--- src/rtl/pattern_tx_if.sv ---
// Control and serial-output bundle for pattern_tx: burst request fields in,
// serial bit stream and status out.
interface pattern_tx_if #(
  parameter int WIDTH = 4
);
  logic             start;
  logic             use_const;
  logic [WIDTH-1:0] data_in;
  logic [3:0]       reps;
  logic             sdo;
  logic             sdo_valid;
  logic             frame;
  logic             busy;
  logic             done;

  modport master (
    output start, use_const, data_in, reps,
    input  sdo, sdo_valid, frame, busy, done
  );

  modport slave (
    input  start, use_const, data_in, reps,
    output sdo, sdo_valid, frame, busy, done
  );
endinterface

--- src/rtl/pattern_tx.sv ---
// Burst serialiser: sends a latched word (or the PATTERN constant) MSB first,
// repeated reps times with one-cycle gaps, then pulses done.
module pattern_tx #(
  parameter int               WIDTH   = 4,
  parameter logic [WIDTH-1:0] PATTERN = 4'b0101
) (
  input  logic         clk,
  input  logic         rst_n,
  pattern_tx_if.slave  bus
);

  localparam int BW = $clog2(WIDTH + 1);

  typedef enum logic [2:0] {IDLE, LOAD, SHIFT, GAP, DONE} state_t;

  state_t           state, state_nxt;
  logic [1:0]       rel_sync;
  logic             ready;
  logic [WIDTH-1:0] word_lat;
  logic [WIDTH-1:0] sreg_p0;
  logic [3:0]       reps_lat;
  logic [3:0]       word_cnt;
  logic [BW-1:0]    bit_cnt;
  logic             last_bit;
  logic             more_words;
  logic             accept;
  logic             sdo_p1;
  logic             vld_p1;
  logic             frame_p1;
  logic             done_p1;

  assign ready      = rel_sync[1];
  assign last_bit   = (bit_cnt == BW'(WIDTH - 1));
  assign more_words = (word_cnt < reps_lat);
  // The done pulse still counts as busy, so a request during it is dropped.
  assign accept     = ready & ~done_p1 & bus.start;

  // Reset release is re-timed so the FSM never starts on a partial edge.
  always_ff @(posedge clk or negedge rst_n) begin
    if (!rst_n) rel_sync <= 2'b00;
    else        rel_sync <= {rel_sync[0], 1'b1};
  end

  always_ff @(posedge clk or negedge rst_n) begin
    if (!rst_n) state <= IDLE;
    else        state <= state_nxt;
  end

  always_comb begin
    state_nxt = state;
    case (state)
      IDLE:    if (accept) state_nxt = LOAD;
      LOAD:    state_nxt = SHIFT;
      SHIFT:   if (last_bit) state_nxt = more_words ? GAP : DONE;
      GAP:     state_nxt = SHIFT;
      DONE:    state_nxt = IDLE;
      default: state_nxt = IDLE;
    endcase
  end

  // Stage p0: request capture, shift register and counters.
  always_ff @(posedge clk or negedge rst_n) begin
    if (!rst_n) begin
      word_lat <= '0;
      reps_lat <= '0;
      sreg_p0  <= '0;
      word_cnt <= '0;
      bit_cnt  <= '0;
    end else begin
      case (state)
        IDLE: begin
          if (accept) begin
            word_lat <= bus.use_const ? PATTERN : bus.data_in;
            reps_lat <= (bus.reps == 4'd0) ? 4'd1 : bus.reps;
          end
        end
        LOAD: begin
          sreg_p0  <= word_lat;
          bit_cnt  <= '0;
          word_cnt <= 4'd1;
        end
        SHIFT: begin
          sreg_p0 <= sreg_p0 << 1;
          bit_cnt <= bit_cnt + BW'(1);
        end
        GAP: begin
          sreg_p0  <= word_lat;
          bit_cnt  <= '0;
          word_cnt <= word_cnt + 4'd1;
        end
        default: ;
      endcase
    end
  end

  // Stage p1: registered serial outputs, one cycle behind the FSM.
  always_ff @(posedge clk or negedge rst_n) begin
    if (!rst_n) begin
      sdo_p1   <= 1'b0;
      vld_p1   <= 1'b0;
      frame_p1 <= 1'b0;
      done_p1  <= 1'b0;
    end else begin
      sdo_p1   <= (state == SHIFT) & sreg_p0[WIDTH-1];
      vld_p1   <= (state == SHIFT);
      frame_p1 <= (state == SHIFT) & (bit_cnt == '0);
      done_p1  <= (state == DONE);
    end
  end

  assign bus.sdo       = sdo_p1;
  assign bus.sdo_valid = vld_p1;
  assign bus.frame     = frame_p1;
  assign bus.done      = done_p1;
  assign bus.busy      = (state != IDLE) | done_p1;

endmodule
--- src/flat_wrapper.sv ---
// flat-port wrapper written by rule: the top's interface ports become plain ports
module pattern_tx_flat 
#(
  parameter int               WIDTH   = 4,
  parameter logic [WIDTH-1:0] PATTERN = 4'b0101
)
  (clk, rst_n, bus_start, bus_use_const, bus_data_in, bus_reps, bus_sdo, bus_sdo_valid, bus_frame, bus_busy, bus_done);
  pattern_tx_if #(.WIDTH(WIDTH)) bus_i ();
  input  logic clk;
  input  logic rst_n;
  input wire logic [$bits(bus_i.start)-1:0] bus_start;
  input wire logic [$bits(bus_i.use_const)-1:0] bus_use_const;
  input wire logic [$bits(bus_i.data_in)-1:0] bus_data_in;
  input wire logic [$bits(bus_i.reps)-1:0] bus_reps;
  output wire logic [$bits(bus_i.sdo)-1:0] bus_sdo;
  output wire logic [$bits(bus_i.sdo_valid)-1:0] bus_sdo_valid;
  output wire logic [$bits(bus_i.frame)-1:0] bus_frame;
  output wire logic [$bits(bus_i.busy)-1:0] bus_busy;
  output wire logic [$bits(bus_i.done)-1:0] bus_done;
  assign bus_i.start = bus_start;
  assign bus_i.use_const = bus_use_const;
  assign bus_i.data_in = bus_data_in;
  assign bus_i.reps = bus_reps;
  assign bus_sdo = bus_i.sdo;
  assign bus_sdo_valid = bus_i.sdo_valid;
  assign bus_frame = bus_i.frame;
  assign bus_busy = bus_i.busy;
  assign bus_done = bus_i.done;
  pattern_tx #(.WIDTH(WIDTH), .PATTERN(PATTERN)) u_core (.clk(clk), .rst_n(rst_n), .bus(bus_i));
endmodule
--- config.mk ---
export PLATFORM = sky130hd
export DESIGN_NAME = pattern_tx_flat
export DESIGN_NICKNAME = d
export VERILOG_FILES = /design/src/rtl/pattern_tx_if.sv /design/src/rtl/pattern_tx.sv /design/src/flat_wrapper.sv
export SDC_FILE = /design/constraint.sdc
export NUM_CORES = 1
export LEC_CHECK = 0
export CORE_MARGIN = 5
export CORE_UTILIZATION = 57
export CTS_CLUSTER_SIZE = 14
export DETAILED_ROUTE_END_ITERATION = 16
export HOLD_SLACK_MARGIN = 0.06
export PLACE_DENSITY_LB_ADDON = 0.25
export SLEW_MARGIN = 10
export SYNTH_ARGS = -nofsm -noshare
export SYNTH_HDL_FRONTEND = slang
export SYNTH_SLANG_ARGS = --single-unit
export TNS_END_PERCENT = 30
--- constraint.sdc ---
create_clock -name clk -period 2.7 [get_ports clk]
set_clock_uncertainty 0.15 [all_clocks]
set_input_delay 0.405 -clock clk [delete_from_list [all_inputs] [get_ports clk]]
set_output_delay 0.405 -clock clk [all_outputs]
set_load 0.02 [all_outputs]
# ---- Word-level counts from Yosys, hierarchy flattened
# Cells that the tools add are included.
dict set report word_totals {
  register_bits 28
  in_bits 12
  output_inout_bits 5
  wordCells 45
}
dict set report op_classes {
  n_addsub 2
  n_lt_le_gt_ge 1
  n_eq_ne 7
  muxes 9
  bitwise 6
  reduce_logical 9
}
# cell n
set op_table {}
lappend op_table {{$pmux W4 S2} 2}
lappend op_table {{$eq A3 B2 Y1 const B} 3}
lappend op_table {{$mux W3} 3}
lappend op_table {{$pmux W3 S3} 1}
lappend op_table {{$mux W4} 2}
lappend op_table {{$logic_not A3 Y1} 2}
lappend op_table {{$pmux W3 S2} 1}
lappend op_table {{$add A4 B1 Y4 const B} 1}
lappend op_table {{$and A1 B1 Y1} 4}
lappend op_table {{$logic_not A4 Y1} 1}
lappend op_table {{$lt A4 B4 Y1} 1}
lappend op_table {{$ne A2 B1 Y1 const B} 2}
lappend op_table {{$reduce_and A2 Y1} 2}
lappend op_table {{$reduce_bool A2 Y1} 2}
lappend op_table {{$add A3 B1 Y3 const B} 1}
lappend op_table {{$eq A3 B1 Y1 const B} 1}
lappend op_table {{$eq A3 B3 Y1 const B} 1}
lappend op_table {{$reduce_bool A3 Y1} 1}
lappend op_table {{$reduce_or A2 Y1} 1}
lappend op_table {{$not A1 Y1} 1}
lappend op_table {{$or A1 B1 Y1} 1}

# ---- Depth between registers and ports, before layout
dict set report depth {
  depth_word 5
  ltp_mapped 7
  ltp_nobuf 5
}

# ---- Least setup slack after synthesis
# OpenSTA, ideal clock, no wires.
dict set report synth_timing {
  path_kind {register to register}
  startpoint {reg u_core.word_cnt[1]}
  endpoint {reg u_core.state[2]}
  setup_ns 0.120
  t_arrival_ns 1.307
  required_ns 2.430
  path_slack_ns 1.123
  stages_incl_launch_ff 5
  n_path_buf 0
  synth_period_minus_slack_ns 1.577
  path_cell_list {dfrtp_1 > ha_1 > a2111oi_0 > a21oi_1 > and3_1}
}
dict set report synth_via {
  elab_chain_len 4
}
# item line_no
set synth_rtl {}
lappend synth_rtl {{start: declaration} pattern_tx.sv:22} ;# logic [3:0] word_cnt;
lappend synth_rtl {{start signal: assignment} pattern_tx.sv:89} ;# word_cnt <= word_cnt + 4'd1;
lappend synth_rtl {{$lt A4 B4 Y1} pattern_tx.sv:34} ;# assign more_words = (word_cnt < reps_lat);
lappend synth_rtl {{$mux W3 (2 in series)} pattern_tx.sv:54} ;# SHIFT: if (last_bit) state_nxt = more_words ? GAP : DONE;
lappend synth_rtl {{$pmux W3 S3} pattern_tx.sv:51} ;# case (state)
lappend synth_rtl {{end signal: assignment} pattern_tx.sv:46} ;# else state <= state_nxt;
lappend synth_rtl {{end: declaration} pattern_tx.sv:16} ;# state_t state, state_nxt;
# No other way between the ends. The select of a mux whose other input is x is not followed.
# A chain may end at the register's enable or synchronous reset.

# ---- Final worst setup path
dict set report layout_timing {
  startpoint {reg u_core.state[0]}
  endpoint {out bus_busy}
}
dict set report layout_via {
  elab_chain_len 2
}
# item line_no
set layout_rtl {}
lappend layout_rtl {{$reduce_bool A3 Y1} pattern_tx.sv:115} ;# assign bus.busy = (state != IDLE) | done_p1;
lappend layout_rtl {{$or A1 B1 Y1} pattern_tx.sv:115}
lappend layout_rtl {{end: declaration} flat_wrapper.sv:18} ;# output wire logic [$bits(bus_i.busy)-1:0] bus_busy;
# No other way between the ends.

==> impl_metrics.ini <==
[grt]
grt_use_met2_pct = 26.61
use_met3_pct = 2.262
antenna_found_initial = 0
grt_busiest_layer = met2
grt-ovfl-total = 0
grt_max_degree = 29
first_global_vias = 939
grt_pass1_wl_um = 4015
use_met1_pct = 19.28
track_usage_pct = 15.45

[final_layout]
fillerInstances = 181
area_growth_pct = 14.31
postLayoutCellArea_um2 = 1469
final_common_cell = dfrtp_1
fin_nets = 161
layout-drive-gt1-share_pct = 6.383
finalNonFillerCells = 169
antennaDiodeCount = 0
mostFrequentLayoutCells = 28 x dfrtp_1, 16 x o21ai_0, 16 x clkdlybuf4s50_1, 14 x inv_1

[detailed_routing]
post-route-drc-count = 0
firstDrtPassIters = 4
wire_per_inst_um = 13.08
vias_per_cell = 5.450
wl_um = 2211
first_iter_violations = 12
drtAntennaViolNets = 0
vias = 921

[clock_network]
cts_buffers = 3
cts_root_buffer = clkbuf_4
cts_tree = built
cts.clk_slew.worst_paths_ns = 0.14
cts_buffer_depth = 2
cts_setup_buffers = 0
clk_latency_ns = 0.32
postCtsResizedCells = 0
cts_sinks = 28
cts_hold_buf = 0
htree_levels = 1

[floorplan]
die_area_um2 = 3304
core_um2 = 2191
ioPinCount = 17
row_count = 17
start_util_pct = 58.65
fp.dieW_um = 57.48
die_h_um = 57.48

[flow_run]
cap_violations = 0

[logic_synthesis]
synth_area_um2 = 1285
yosysSeqAreaShare_pct = 54.53
yosys_register_bits = 28
avgSynthCellArea_um2 = 10.28
async_reset_ff_share_pct = 100.0
yosysUniqueCellTypes = 27
synthCells = 125
synth_flop_cell = dfrtp_1
ys.warnings.count = 0
syn-num-nets = 144
synth_edf_count = 0

[place]
gp_congestion = 0.7576
dpl.hpwl_um = 1696
post-place-ws_ns = 0.7344
port-buffer-count = 16
post_dp_cell_area_um2 = 1433
placedCellCount = 165

[critical_path]
crit_path_cell_trace = nor4_4, inv_1, clkdlybuf4s50_1
cpPeakStageDelay_ns = 0.54
cp.arrival_ns = 1.79
crit_required_ns = 2.14
r2r_slack_ns = 0.85
r2r_start = u_core.state[0]$_DFFE_PN0P_
r2r-end = u_core.word_lat[3]$_DFFE_PN0P_
endpoint_kind = primary output
path_max_fanout = 12
slowest_stage = dfrtp_1
crit_type = register to primary output
startpoint_type = register
reg2reg_depth = 4

[run_status]
status = finished clean

[min_path]
min_to = u_core.rel_sync[1]$_DFF_PN0_
hold_start = u_core.rel_sync[0]$_DFF_PN0_
min_path_type = register to register
min_delay_path_depth = 0

[power]
seqPwrFrac_pct = 64.8
static-leakage-power_nw = 0.7003
p_comb_share_pct = 4.3
powerDensity_nw_per_um2 = 442.3
switching_power_mw = 0.1302
p_int_mw = 0.5195
p_clk_share_pct = 30.9
swShare_pct = 20.04
ir_drop_mv = 0.3441

[timing]
slew_viol_final = 0
fmax_ghz = 0.4267
hold_violations = 0
rsz0062_at_grt = false
timing.final.crit_share_pct = 86.80
setup_viol = 0
totalNegativeSetupSlack_ns = 0
max-slew-margin-rel_pct = 52.94
holdWs_ns = 0.2170
finalCriticalPeriod_ns = 2.343
worst_slew_pin_slew_ns = 0.6986
fin_ws_ns = 0.3565
==> registers in the layout, indices dropped and copies added, names as in the netlist <==
signal	cells
u_core.sreg_p0	4
u_core.bus.sdo	1
u_core.word_lat	4
u_core.bus.sdo_valid	1
u_core.bit_cnt	3
u_core.rel_sync	2
u_core.word_cnt	4
u_core.bus.frame	1
u_core.bus.done	1
u_core.reps_lat	4
u_core.state	3
==> critical path: cells and delay by family (launching register included) <==
family	cells	cell delay, ns
buffers and inverters	2	0.61
flip-flops	1	0.54
AND/OR/NAND/NOR	1	0.31
==> cell usage after synthesis, types with 2 or more instances <==
master	n	share of area, %
dfrtp_1	28	55
o21ai_0	16	6.2
inv_1	14	4.1
nand2_1	10	2.9
nor2_1	10	2.9
ha_1	7	6.8
a21oi_1	6	2.3
nor3_1	5	1.9
a22oi_1	3	1.8
and3_1	3	1.5
a31oi_1	2	0.97
buf_6	2	1.8
nand2b_1	2	0.97
nand3_1	2	0.78
nand3b_1	2	1.2
o22ai_1	2	0.97
==> layout make-up <==
class / count / area (µm²) / area share [%]
Sequential cell: 28 / 700.7 / 47.70
Multi-Input combinational cell: 78 / 476.7 / 32.45
Timing Repair Buffer: 17 / 167.7 / 11.41
Inverter: 14 / 52.55 / 3.578
Clock buffer: 4 / 36.28 / 2.470
Tap cell: 28 / 35.03 / 2.385
==> power by group through the flow <==
stage	combinational (mW)	clock [mW]	sequential (mW)
floorplan	0.00209	0	0.429
global placement	0.0280	0	0.429
detailed placement	0.0288	0	0.429
CTS	0.0287	0.206	0.421
global route	0.0305	0.229	0.422
finish	0.0278	0.201	0.421
==> through the flow <==
step                      power [mW]  util, %
final                         0.6497    67.05
after global routing          0.6805    67.05
after CTS                     0.6563    67.05
after detailed placement      0.4578    65.39
after global placement        0.4570    65.39
after floorplan               0.4312        -
==> worst max path at each step <==
stage / slack (ns) / startpoint / end / depth (start not counted)
floorplan: 1.12 / u_core.word_cnt[1]$_DFFE_PN0P_ / u_core.state[2]$_DFFE_PN0P_ / 4
global route: 0.23 / u_core.state[0]$_DFFE_PN0P_ / bus_busy / 3
finish: 0.36 / u_core.state[0]$_DFFE_PN0P_ / bus_busy / 3
CTS: 0.34 / u_core.state[0]$_DFFE_PN0P_ / bus_busy / 3
global placement: 0.77 / u_core.state[0]$_DFFE_PN0P_ / bus_busy / 3
detailed placement: 0.73 / u_core.state[0]$_DFFE_PN0P_ / bus_busy / 3
==> per-layer routing <==
metal  wire [µm]  up-vias  share of wire, %
li1            -      455                 -
met1         986      441                45
met2        1093       20                49
met3          89        5               4.0
met4          42        0               1.9
met5           0        -                 0
==> kinds of logic after synthesis <==
family | count (synthesis) | synth area share [%]
AND/OR/NAND/NOR | 37 | 14.80
AO/OA/AOI/OAI | 33 | 15.19
flip-flops | 28 | 54.53
buffers and inverters | 19 | 8.374
adder cells (fa/ha/maj) | 7 | 6.816
other | 1 | 0.2918
Power figures use the tool's default switching activity.
==> RTL edit, RTL diff (same settings) <==
Reset style: synchronous (`rst_n`), changed in 4 clocked blocks.
--- a/src/rtl/pattern_tx.sv
+++ b/src/rtl/pattern_tx.sv
@@ -38,3 +38,3 @@
   // Reset release is re-timed so the FSM never starts on a partial edge.
-  always_ff @(posedge clk or negedge rst_n) begin
+  always_ff @(posedge clk) begin
     if (!rst_n) rel_sync <= 2'b00;
@@ -43,3 +43,3 @@
 
-  always_ff @(posedge clk or negedge rst_n) begin
+  always_ff @(posedge clk) begin
     if (!rst_n) state <= IDLE;
@@ -61,3 +61,3 @@
   // Stage p0: request capture, shift register and counters.
-  always_ff @(posedge clk or negedge rst_n) begin
+  always_ff @(posedge clk) begin
     if (!rst_n) begin
@@ -96,3 +96,3 @@
   // Stage p1: registered serial outputs, one cycle behind the FSM.
-  always_ff @(posedge clk or negedge rst_n) begin
+  always_ff @(posedge clk) begin
     if (!rst_n) begin
Formal check against the unedited RTL: differs if rst_n is asserted again (counterexample within 4 cycles, from zero or initial values and one cycle with rst_n low); with rst_n held inactive, the same outputs for 10 cycles.
==> RTL edit against the original RTL <==
- utilization up 3.9 points
- fmax up 4.9%
- final area down 3.3%
- sequential cell count unchanged
- setup slack better by 0.11 ns
- area after synthesis down 4.6%
- wire length down 3.1%
- critical path type unchanged
Power is not compared: it rests on default switching activity, and its combinational part moved more than twofold at a synthesized area within 25%.
==> RTL edit: results <==
[outcome]
status = finished clean

[clock_tree]
insertion_delay_ns = 0.32
ctsResizeCount = 0
post_cts.repair.setup_buffers = 0
root_buffer = clkbuf_4
cts_buffer_depth = 2
h-tree-depth = 1
clk_pin_slew_ns = 0.13
cts-buffers-inserted = 3

[worst_setup_path]
arrival_ns = 1.68
cp_max_fo = 7

[synthesis]
synthTopCellsByArea = dfxtp_1 (46%), ha_1 (7.1%), nand2_1 (4.9%), a21oi_1 (3.3%), inv_1 (3.1%)
synthDistinctLibCells = 29
yosys_warnings = 0
ys_async_sr_fraction_pct = 0
seq_area_frac_synth_pct = 45.7
ys_dominant_reg_cell = dfxtp_1
syn-num-nets = 154
ys_top_cells_by_count = dfxtp_1 (28), nand2_1 (16), inv_1 (10)

[global_route]
grt_max_degree = 28
grt_pass1_vias = 918
grt_usage_pct = 15.1
antenna_found_initial = 0
grt_pass1_wl_um = 3820

[hold_path]
hp-class = register to register

[placed_design]
dp_hpwl_um = 1640
place_congestion = 0.772
port-buffer-count = 16

[cells_and_area]
drive_gt1_share_pct = 5.33
fillers = 163
fin_nets = 171
diodes = 0

[detailed_routing]
via_per_inst = 5.41
drtIter0Drc = 15
first_pass_iters = 4
wl_um = 2140

[power]
vdd_drop_max_mv = 0.337
p_sw_share_pct = 22.6
p_leak_nw = 0.532

[sta]
setup_viol = 0
tightestPinTransition_ns = 0.735
hold_viol = 0
-- RTL edit: critical path: stages (launching register included) --
cell and delay, ns:
dfxtp_1 0.41, nor4_4 0.35, inv_1 0.07, clkdlybuf4s50_1 0.54
-- RTL edit: worst paths after layout --
| path | slack [ns] | start | cells after the start | to |
|---|---|---|---|---|
| worst max-delay path | 0.47 | u_core.state[2]$_SDFFE_PN0P_ | 3 | bus_busy |
| worst min-delay path | 0.30 | u_core.rel_sync[0]$_DFF_P_ | 1 | u_core.rel_sync[1]$_SDFF_PN0_ |
| worst max register to register | 1.01 | u_core.state[1]$_SDFFE_PN0P_ | 4 | u_core.state[0]$_SDFFE_PN0P_ |
| worst min register to register | 0.30 | u_core.rel_sync[0]$_DFF_P_ | 1 | u_core.rel_sync[1]$_SDFF_PN0_ |
-- RTL edit: final cells by class --
cell class | instances | share of cell area [%]
repair buffers | 16 | 11.3
multi-input cells | 93 | 42.6
flip-flops and latches | 28 | 39.5
clock buffers | 3 | 1.59
inverters | 10 | 2.64
well taps | 27 | 2.38
-- RTL edit: cell families (layout without fill, tap and decap cells) --
kind of cell    count (synthesis)  in the layout  share of synthesized area, %
simple gates                   55             55                          26.6
compound gates                 31             31                          15.6
buf+inv                        14             29                          4.90
fa+ha+maj                       7              7                          7.14
flops                          28             28                          45.7
-- RTL edit: power by group through the flow --
stage | combinational, mW | clock, mW | sequential [mW]
final | 0.0661 | 0.163 | 0.433
after global routing | 0.0739 | 0.181 | 0.435
after CTS | 0.0663 | 0.169 | 0.433
after detailed placement | 0.0662 | 0 | 0.442
after global placement | 0.0642 | 0 | 0.441
after floorplan | 0.0393 | 0 | 0.440
-- RTL edit: routing by layer --
metal  vias to the layer above  track usage, %  wire (µm)
li1                        500               -          -
met1                       433            17.7       1060
met2                        20            25.0        940
met3                         5            2.52         95
met4                         0            9.83         51
met5                         -               0          0
-- RTL edit: stage by stage --
step                cells  instance area [µm²]  hold WS, ns  power (mW)  worst slack (ns)
floorplan             135                 1230        0.262       0.479              1.24
global placement      174                 1400        0.265       0.505             0.726
detailed placement    174                 1400        0.274       0.508             0.641
CTS                   177                 1420        0.306       0.668             0.444
global route          177                 1420        0.311       0.689             0.351
finish                177                 1420        0.302       0.662             0.465
